<file path="src/rtl/board_io_ctrl.sv">
// Board I/O front end: button sync/debounce/press capture, stretched CPU reset,
// and CPU-driven LED pads with polarity control and global PWM dimming.
module board_io_ctrl #(
    parameter int NUM_PB          = 4,
    parameter int NUM_LED         = 8,
    parameter bit PB_ACTIVE_LOW   = 1'b1,
    parameter bit LED_ACTIVE_LOW  = 1'b1,
    parameter int SYNC_STAGES     = 2,
    parameter int DEBOUNCE_CYCLES = 65536,
    parameter int RESET_PB        = 0,
    parameter int RESET_HOLD      = 16,
    parameter int PWM_BITS        = 4
) (
    input  logic                clk,
    input  logic                reset,
    input  logic [NUM_PB-1:0]   pb_pad,
    output logic [NUM_LED-1:0]  led_pad,
    input  logic [31:0]         port_out,
    output logic [31:0]         port_in,
    input  logic [PWM_BITS-1:0] pwm_level,
    output logic [NUM_PB-1:0]   pb_press,
    output logic                cpu_reset
);

    localparam int                CNT_W     = $clog2(DEBOUNCE_CYCLES);
    localparam logic [CNT_W-1:0]  CNT_MAX   = CNT_W'(DEBOUNCE_CYCLES - 1);
    localparam int                HOLD_W    = $clog2(RESET_HOLD + 1);
    localparam logic [HOLD_W-1:0] HOLD_INIT = HOLD_W'(RESET_HOLD);

    // Synchroniser chain on the normalised (active-high) button level
    logic [NUM_PB-1:0] pb_norm;
    logic [NUM_PB-1:0] sync_q [SYNC_STAGES];
    logic [NUM_PB-1:0] sync_w;

    assign pb_norm = pb_pad ^ {NUM_PB{PB_ACTIVE_LOW}};
    assign sync_w  = sync_q[SYNC_STAGES-1];

    always_ff @(posedge clk) begin
        if (reset) begin
            for (int s = 0; s < SYNC_STAGES; s++) begin
                sync_q[s] <= '0;
            end
        end else begin
            sync_q[0] <= pb_norm;
            for (int s = 1; s < SYNC_STAGES; s++) begin
                sync_q[s] <= sync_q[s-1];
            end
        end
    end

    logic [NUM_PB-1:0] stable_q, stable_d;
    logic [NUM_PB-1:0] stable_dly_q;

    genvar gi;
    generate
        for (gi = 0; gi < NUM_PB; gi++) begin : g_debounce
            logic [CNT_W-1:0] cnt_q, cnt_d;
            logic             mismatch;

            // Counter saturates at CNT_MAX; the following mismatching cycle commits the new level
            assign mismatch     = sync_w[gi] ^ stable_q[gi];
            assign cnt_d        = (mismatch && (cnt_q != CNT_MAX)) ? cnt_q + 1'b1 : '0;
            assign stable_d[gi] = (mismatch && (cnt_q == CNT_MAX)) ? sync_w[gi] : stable_q[gi];

            always_ff @(posedge clk) begin
                if (reset) begin
                    cnt_q <= '0;
                end else begin
                    cnt_q <= cnt_d;
                end
            end
        end
    endgenerate

    // Press pulse, sticky flags and the CPU-visible status word
    logic [NUM_PB-1:0] press_q, press_d;
    logic [NUM_PB-1:0] flag_q, flag_d;
    logic              po31_q;
    logic              flag_clr;
    logic [31:0]       port_in_q, port_in_d;

    assign press_d  = stable_q & ~stable_dly_q;
    assign flag_clr = port_out[31] & ~po31_q;
    assign flag_d   = press_q | (flag_q & ~{NUM_PB{flag_clr}});

    always_comb begin
        port_in_d              = '0;
        port_in_d[NUM_PB-1:0]  = stable_q;
        port_in_d[16 +: NUM_PB] = flag_q;
    end

    // Reset stretcher driven by the debounced reset button
    logic              rst_src;
    logic [HOLD_W-1:0] hold_q, hold_d;
    logic              cpu_reset_q, cpu_reset_d;

    assign rst_src = stable_q[RESET_PB];

    always_comb begin
        hold_d      = hold_q;
        cpu_reset_d = 1'b1;
        if (rst_src) begin
            hold_d = HOLD_INIT;
        end else if (hold_q != '0) begin
            hold_d = hold_q - 1'b1;
        end else begin
            cpu_reset_d = 1'b0;
        end
    end

    // PWM dimming: enable while the free-running counter is at or below the level
    logic [PWM_BITS-1:0] pwm_cnt_q, pwm_cnt_d;
    logic                pwm_en;
    logic [NUM_LED-1:0]  led_q, led_d;

    assign pwm_cnt_d = pwm_cnt_q + 1'b1;
    assign pwm_en    = (pwm_cnt_q <= pwm_level);
    assign led_d     = (port_out[NUM_LED-1:0] & {NUM_LED{pwm_en}}) ^ {NUM_LED{LED_ACTIVE_LOW}};

    always_ff @(posedge clk) begin
        if (reset) begin
            stable_q     <= '0;
            stable_dly_q <= '0;
            press_q      <= '0;
            flag_q       <= '0;
            po31_q       <= 1'b0;
            port_in_q    <= '0;
            hold_q       <= HOLD_INIT;
            cpu_reset_q  <= 1'b1;
            pwm_cnt_q    <= '0;
            led_q        <= {NUM_LED{LED_ACTIVE_LOW}};
        end else begin
            stable_q     <= stable_d;
            stable_dly_q <= stable_q;
            press_q      <= press_d;
            flag_q       <= flag_d;
            po31_q       <= port_out[31];
            port_in_q    <= port_in_d;
            hold_q       <= hold_d;
            cpu_reset_q  <= cpu_reset_d;
            pwm_cnt_q    <= pwm_cnt_d;
            led_q        <= led_d;
        end
    end

    logic unused_port_out;
    assign unused_port_out = ^port_out[30:NUM_LED];

    assign led_pad   = led_q;
    assign port_in   = port_in_q;
    assign pb_press  = press_q;
    assign cpu_reset = cpu_reset_q;

endmodule

</file>
<file path="config.mk">
export PLATFORM = sky130hd
export DESIGN_NAME = board_io_ctrl
export DESIGN_NICKNAME = d
export VERILOG_FILES = /design/src/rtl/board_io_ctrl.sv
export SDC_FILE = /design/constraint.sdc
export NUM_CORES = 1
export LEC_CHECK = 0
export ABC_AREA = 1
export ABC_CLOCK_PERIOD_IN_PS = 1400
export CAP_MARGIN = 25
export CORE_MARGIN = 2
export CORE_UTILIZATION = 25
export DETAILED_ROUTE_END_ITERATION = 16
export PLACE_DENSITY = 0.51
export SYNTH_ARGS = -nofsm -noshare
export SYNTH_HDL_FRONTEND = slang
export SYNTH_SLANG_ARGS = --single-unit
</file>
<file path="constraint.sdc">
create_clock -name clk -period 1.4 [get_ports clk]
set_input_delay 0.14 -clock clk [delete_from_list [all_inputs] [get_ports clk]]
set_output_delay 0.14 -clock clk [all_outputs]
set_load 0.1 [all_outputs]
</file>
Word level (Yosys, flattened, before mapping)
Memories as Yosys holds them, arrays and structs flattened.
Cells that the tools add are included.
{"block": "word_totals", "ff_bits": 131, "latchBits": 0, "ramBits": 8, "rom_bits": 0, "in_bits": 42, "out_inout_bits": 45, "word_cells": 74, "memories": 1}
{"block": "classes", "add_sub_neg": 6, "multipliers": 0, "div_mod_pow": 0, "order_cmp": 1, "eq_ne": 8, "shift": 0, "muxes": 6, "bitwise": 20, "reduce_logical": 14}
{"memory": "sync_q", "depth": 2, "width": 4, "read_ports": 2, "rd_ports_with_merged_regs": 0, "wr": 2, "line_no": "32", "text": "logic [NUM_PB-1:0] sync_q [SYNC_STAGES];"}
{"operator": "16-bit by 1-bit adder with 16-bit output, second input constant", "count": 4}
{"operator": "16-bit equality test, second input constant", "count": 4}
{"operator": "16-bit inequality test, second input constant", "count": 4}
{"operator": "4-bit NOT", "count": 3}
{"operator": "2-bit OR reduction", "count": 5}
{"operator": "4-bit AND", "count": 2}
{"operator": "8-bit AND", "count": 1}
{"operator": "1-bit logical AND", "count": 8}
{"operator": "4-bit 2-to-1 mux", "count": 2}
{"operator": "8-bit NOT", "count": 1}
{"operator": "1-bit NOT", "count": 5}
{"operator": "5-bit nonzero test", "count": 1}
{"operator": "5-bit by 1-bit subtractor with 5-bit output, second input constant", "count": 1}
{"operator": "4-bit by 1-bit adder with 4-bit output, second input constant", "count": 1}
{"operator": "4-bit <= comparator", "count": 1}
{"operator": "1-bit 2-to-1 mux", "count": 4}
{"operator": "4-bit bitwise OR", "count": 1}
{"operator": "1-bit bitwise XOR", "count": 4}
{"operator": "1-bit bitwise OR", "count": 2}
{"operator": "1-bit AND", "count": 1}

Depth between registers and ports, before layout
{"block": "logic_depth", "ltp_word": 5, "depth_mapped": 9, "depth_no_buf": 8}

Worst setup path after synthesis
Ideal clock, no wire load.
{"block": "synth_timing", "kind": "flip-flop to flip-flop", "from": "register g_debounce[3].cnt_q[0]", "to": "register g_debounce[3].cnt_q[6]", "setup_ns": 0.115, "arrival_time_ns": 1.261, "t_required_ns": 1.285, "path_slack_ns": 0.024, "path_stages_with_launch": 10, "path_buffers": 1, "period_less_slack_ns": 1.376, "cell_sequence": "dfxtp_1 ha_1 nand2_2 nor2_4 nand2_2 nor2_4 nand2_1 nand2_2 buf_6 nor2_1"}
{"block": "synth_between", "elab_chain_cells": 4, "elab_cells_between_ends": 5, "cone_classes": "add/sub: 1; eq/ne: 1; bitwise: 1; reduce/logical: 2"}
{"element": "start, declared", "line_no": "57", "text": "logic [CNT_W-1:0] cnt_q, cnt_d;"}
{"element": "start signal, assigned", "line_no": "69", "text": "cnt_q <= cnt_d;"}
{"element": "parallel branches: the longest is 4 deep, another holds 16-bit by 1-bit adder with 16-bit output"}
Several ways; the timed one is not identified.
A chain may end at the register's enable or synchronous reset.

Final worst setup path
{"block": "layout_timing", "from": "register g_debounce[2].cnt_q[1]", "to": "register g_debounce[2].cnt_q[6]"}
{"block": "layout_between", "elab_chain_cells": 4, "elab_cells_between_ends": 5, "cone_classes": "add/sub: 1; eq/ne: 1; bitwise: 1; reduce/logical: 2"}
{"element": "start, declared", "line_no": "57"}
{"element": "start signal, assigned", "line_no": "69"}
{"element": "parallel branches: the longest is 4 deep, another holds 16-bit by 1-bit adder with 16-bit output"}
Several ways; the timed one is not identified.

==> summary.md <==
The flow ran to the end, and the final reports show no timing, DRC or antenna violations. For the number of max-slew violations in the final report, the log shows 0. At the end of routability-driven placement, the weighted congestion stood at 0.767. Setup repair after global routing could not meet its margin everywhere. In the finished design, the share of the clock period the worst path needs comes to 96.3%. The synthesized cell area came out at 4930 um2. For the internal portion of total power, the log shows 4970 uW. The switching share of total power came out at 27.9%.

For the standard cell core area, the log shows 19,400 um2. The die area is 20,900 um2, and the detailed-routing iteration count for the pre-antenna-repair pass is 4. Sequential cell area fraction in the yosys report: 45.1%. Entering global routing, the biggest net connects 19 pins. The met1 routing resource usage after global routing was 11.5%; the number of buffers on the longest clock path was 2. For this run, the leading register cell type out of synthesis is dfxtp_1. TritonCTS built the clock tree. The critical path startpoint category was a flip-flop. The logs give 1650 ps for the required time of the critical path and 3.68% for the met3 track demand over resource in global routing.

The number of buffer cells added on primary ports came out at 39. The height of the die works out to 144 um. STA classifies the critical path endpoint as a flip-flop.

Ratio of total power to cell area: 1030 nW/um2. The type of the most critical hold path was input port to flip-flop. The sequential group share of total power is 48.4%, and the highest attainable clock frequency is 742 MHz. During synthesis, Yosys emitted a total of 0 warnings.

For this run, the total global-route usage over all layers was measured as 10.0%. Dividing the detail-routed via count by the number of cells gives 3.97. The TritonCTS buffer count was 9; the total of hold buffers inserted after clock tree synthesis was 0. In this run the number of H-tree levels came out at 3.

From synthesis to final layout, the design area changed by 35.6%. Remaining global-route overflow: 0. The leakage power figure is 0.00258 uW.

The arrival time at the worst endpoint was 1590 ps; the initial antenna violation count was 0. In the global route stage, met2 resource usage came out at 16.9%. Including well taps, the total number of placed cells is 1,006. The worst-path maximum fanout came out at 7. Cells with a size suffix above 1 make up 20.2% of the layout. Clock tree synthesis found a total of 111 sinks. The tools report the first-iteration detailed-routing DRC count as 220. The routing layer with the top usage in global route is met2. The clock root buffer master was clkbuf_16.

In the routed design, unresolved DRC markers number 0. Before CTS, the worst setup slack after placement is -205 ps. Wires add up to 10,000 um.

The final route contains 4,082 vias. The number of antenna cells inserted came out at 0. VDD sags by at most 0.000582 V. The post-layout total power was 6900 uW; the total net switching power was 1930 uW. The floorplan step set the die width to 144 um. A synthesized cell averages 7.50 um2. The run gives 14.1% as the power share of the combinational group. The critical path in this run is classified as flip-flop to flip-flop. The tools report the number of endpoints with negative hold slack in the final report as 0.

The detail route stage leaves a number of antenna-violating nets equal to 0. The smallest clock period supported by the final layout is computed as 1350 ps. For this run, asynchronously set or reset flops after synthesis account for 0%.

The number of max-cap violations is 0, and the clock transition at the registers of the reported paths is 70 ps. For the largest clock skew in the final design, the log shows 8.91 ps. Setup violations remaining at the end of the flow were counted as 0. For this configuration, the core starts out at a cell density of 25.4%.

HPWL after detailed placement: 7200 um. The post-synthesis register bit count is 111, and the part of the power in the clock network is 37.5%. The finished layout holds 1,028 standard cells, fillers aside. The worst setup slack after layout came out at 52.3 ps. The later pin in the worst-skew pair is clocked with a latency of 360 ps.

The wire length per cell after detailed routing was 9.74 um. The number of distinct library cells after synthesis is 29, and the count of pins on the block boundary is 87. The global-route wire length before repair is 16,500 um. The library cell used most frequently in the layout, excluding fill and tap cells, is nand2_1. The net count of the finished layout is 811. The top cell types in the final layout, fill and taps aside, are nand2_1, nor2_1, dfxtp_1. The synthesized design contains 0 enable-type register cells. The via count of the first global-routing pass came out at 3,822. The count of standard-cell rows was 51. The run gives 657 as the count of mapped cells out of synthesis.
==> layout make-up <==
cell class / instances / area [um2]
Clock buffer: 10 / 229
Clock inverter: 6 / 68.8
Fill cell: 2065 / 12700
Inverter: 83 / 312
Multi-Input combinational cell: 456 / 2420
Sequential cell: 111 / 2230
Tap cell: 265 / 332
Timing Repair Buffer: 97 / 1090
==> cell usage after synthesis, types with 9 or more instances <==
| cell | n | share of area, % |
|---|---|---|
| nand2_1 | 127 | 9.7 |
| buf_4 | 25 | 3.8 |
| nor2_1 | 138 | 11 |
| xnor2_1 | 15 | 2.7 |
| nand4_1 | 15 | 1.9 |
| xor2_1 | 19 | 3.4 |
| a21oi_1 | 22 | 2.2 |
| nand3_1 | 41 | 4.2 |
| dfxtp_1 | 111 | 45 |
| nor3_1 | 9 | 0.91 |
| inv_1 | 83 | 6.3 |
| ha_1 | 11 | 2.8 |
==> routing by layer <==
metal | part of all wire, % | vias to the layer above
li1 | - | 2192
met1 | 46 | 1813
met2 | 47 | 67
met3 | 5.5 | 10
met4 | 1.6 | 0
met5 | 0 | -
==> cells by family (layout without fill, tap and decap cells) <==
family / Yosys count / count (layout) / synth area share, %
fa+ha+maj: 11 / 11 / 2.79
buf+inv: 115 / 196 / 11.1
simple gates: 352 / 354 / 30.8
xor+xnor: 34 / 34 / 6.04
other cells: 1 / 24 / 0.0761
flops: 111 / 111 / 45.1
compound gates: 33 / 33 / 4.04
==> worst paths after layout <==
kind                                             to  depth (start not counted)  slack, ps                               from
setup / recovery  g_debounce[2].cnt_q[6]$_SDFF_PP0_                          7         50  g_debounce[2].cnt_q[1]$_SDFF_PP0_
hold / removal                led_pad[4]$_SDFF_PP1_                          2        280                        port_out[4]
setup reg to reg  g_debounce[2].cnt_q[6]$_SDFF_PP0_                          7         50  g_debounce[2].cnt_q[1]$_SDFF_PP0_
hold reg to reg             sync_q[0][6]$_SDFF_PP0_                          2        400            sync_q[0][2]$_SDFF_PP0_
==> state kept, by name (all words and copies together), names as in the netlist <==
| register | count |
|---|---|
| port_in | 5 |
| pb_press | 4 |
| g_debounce.cnt_q | 64 |
| led_pad | 8 |
| stable_dly_q | 3 |
| cpu_reset | 1 |
| hold_q | 5 |
| po31_q | 1 |
| pwm_cnt_q | 4 |
| flag_q | 4 |
| stable_q | 4 |
| sync_q | 8 |
==> worst max-delay path, cell delays in order (launching register included) <==
cell       delay (ps)
dfxtp_2           360
ha_4              150
nand2_4            50
nor2_4            140
nand3_4           100
o21bai_4          200
clkbuf_16         200
nor2_2             30
==> power groups by stage <==
stage	combinational (uW)	clock, uW	sequential [uW]
after floorplan	648	0	3540
after global placement	955	0	3410
after detailed placement	960	0	3410
after CTS	969	2720	3340
after global routing	1050	2820	3350
final	970	2590	3340
==> stage by stage <==
step	hold slack, ps	cell area (um2)	utilization [%]	setup TNS, ps
floorplan	207	5020	-	0
global placement	389	6120	31.5	-4380
detailed placement	401	6120	31.5	-5080
CTS	261	6460	33.3	0
global route	275	6690	34.5	-409
finish	280	6690	34.5	0
==> repair_timing <==
item                       4_1_cts  5_1_grt
setup endpoints to repair       39       66
gates resized for setup          1       55
gates cloned                     0        3
pin swaps                        2       12
setup buffers                    2        1
Note: power is estimated with default switching activity, not from simulation.
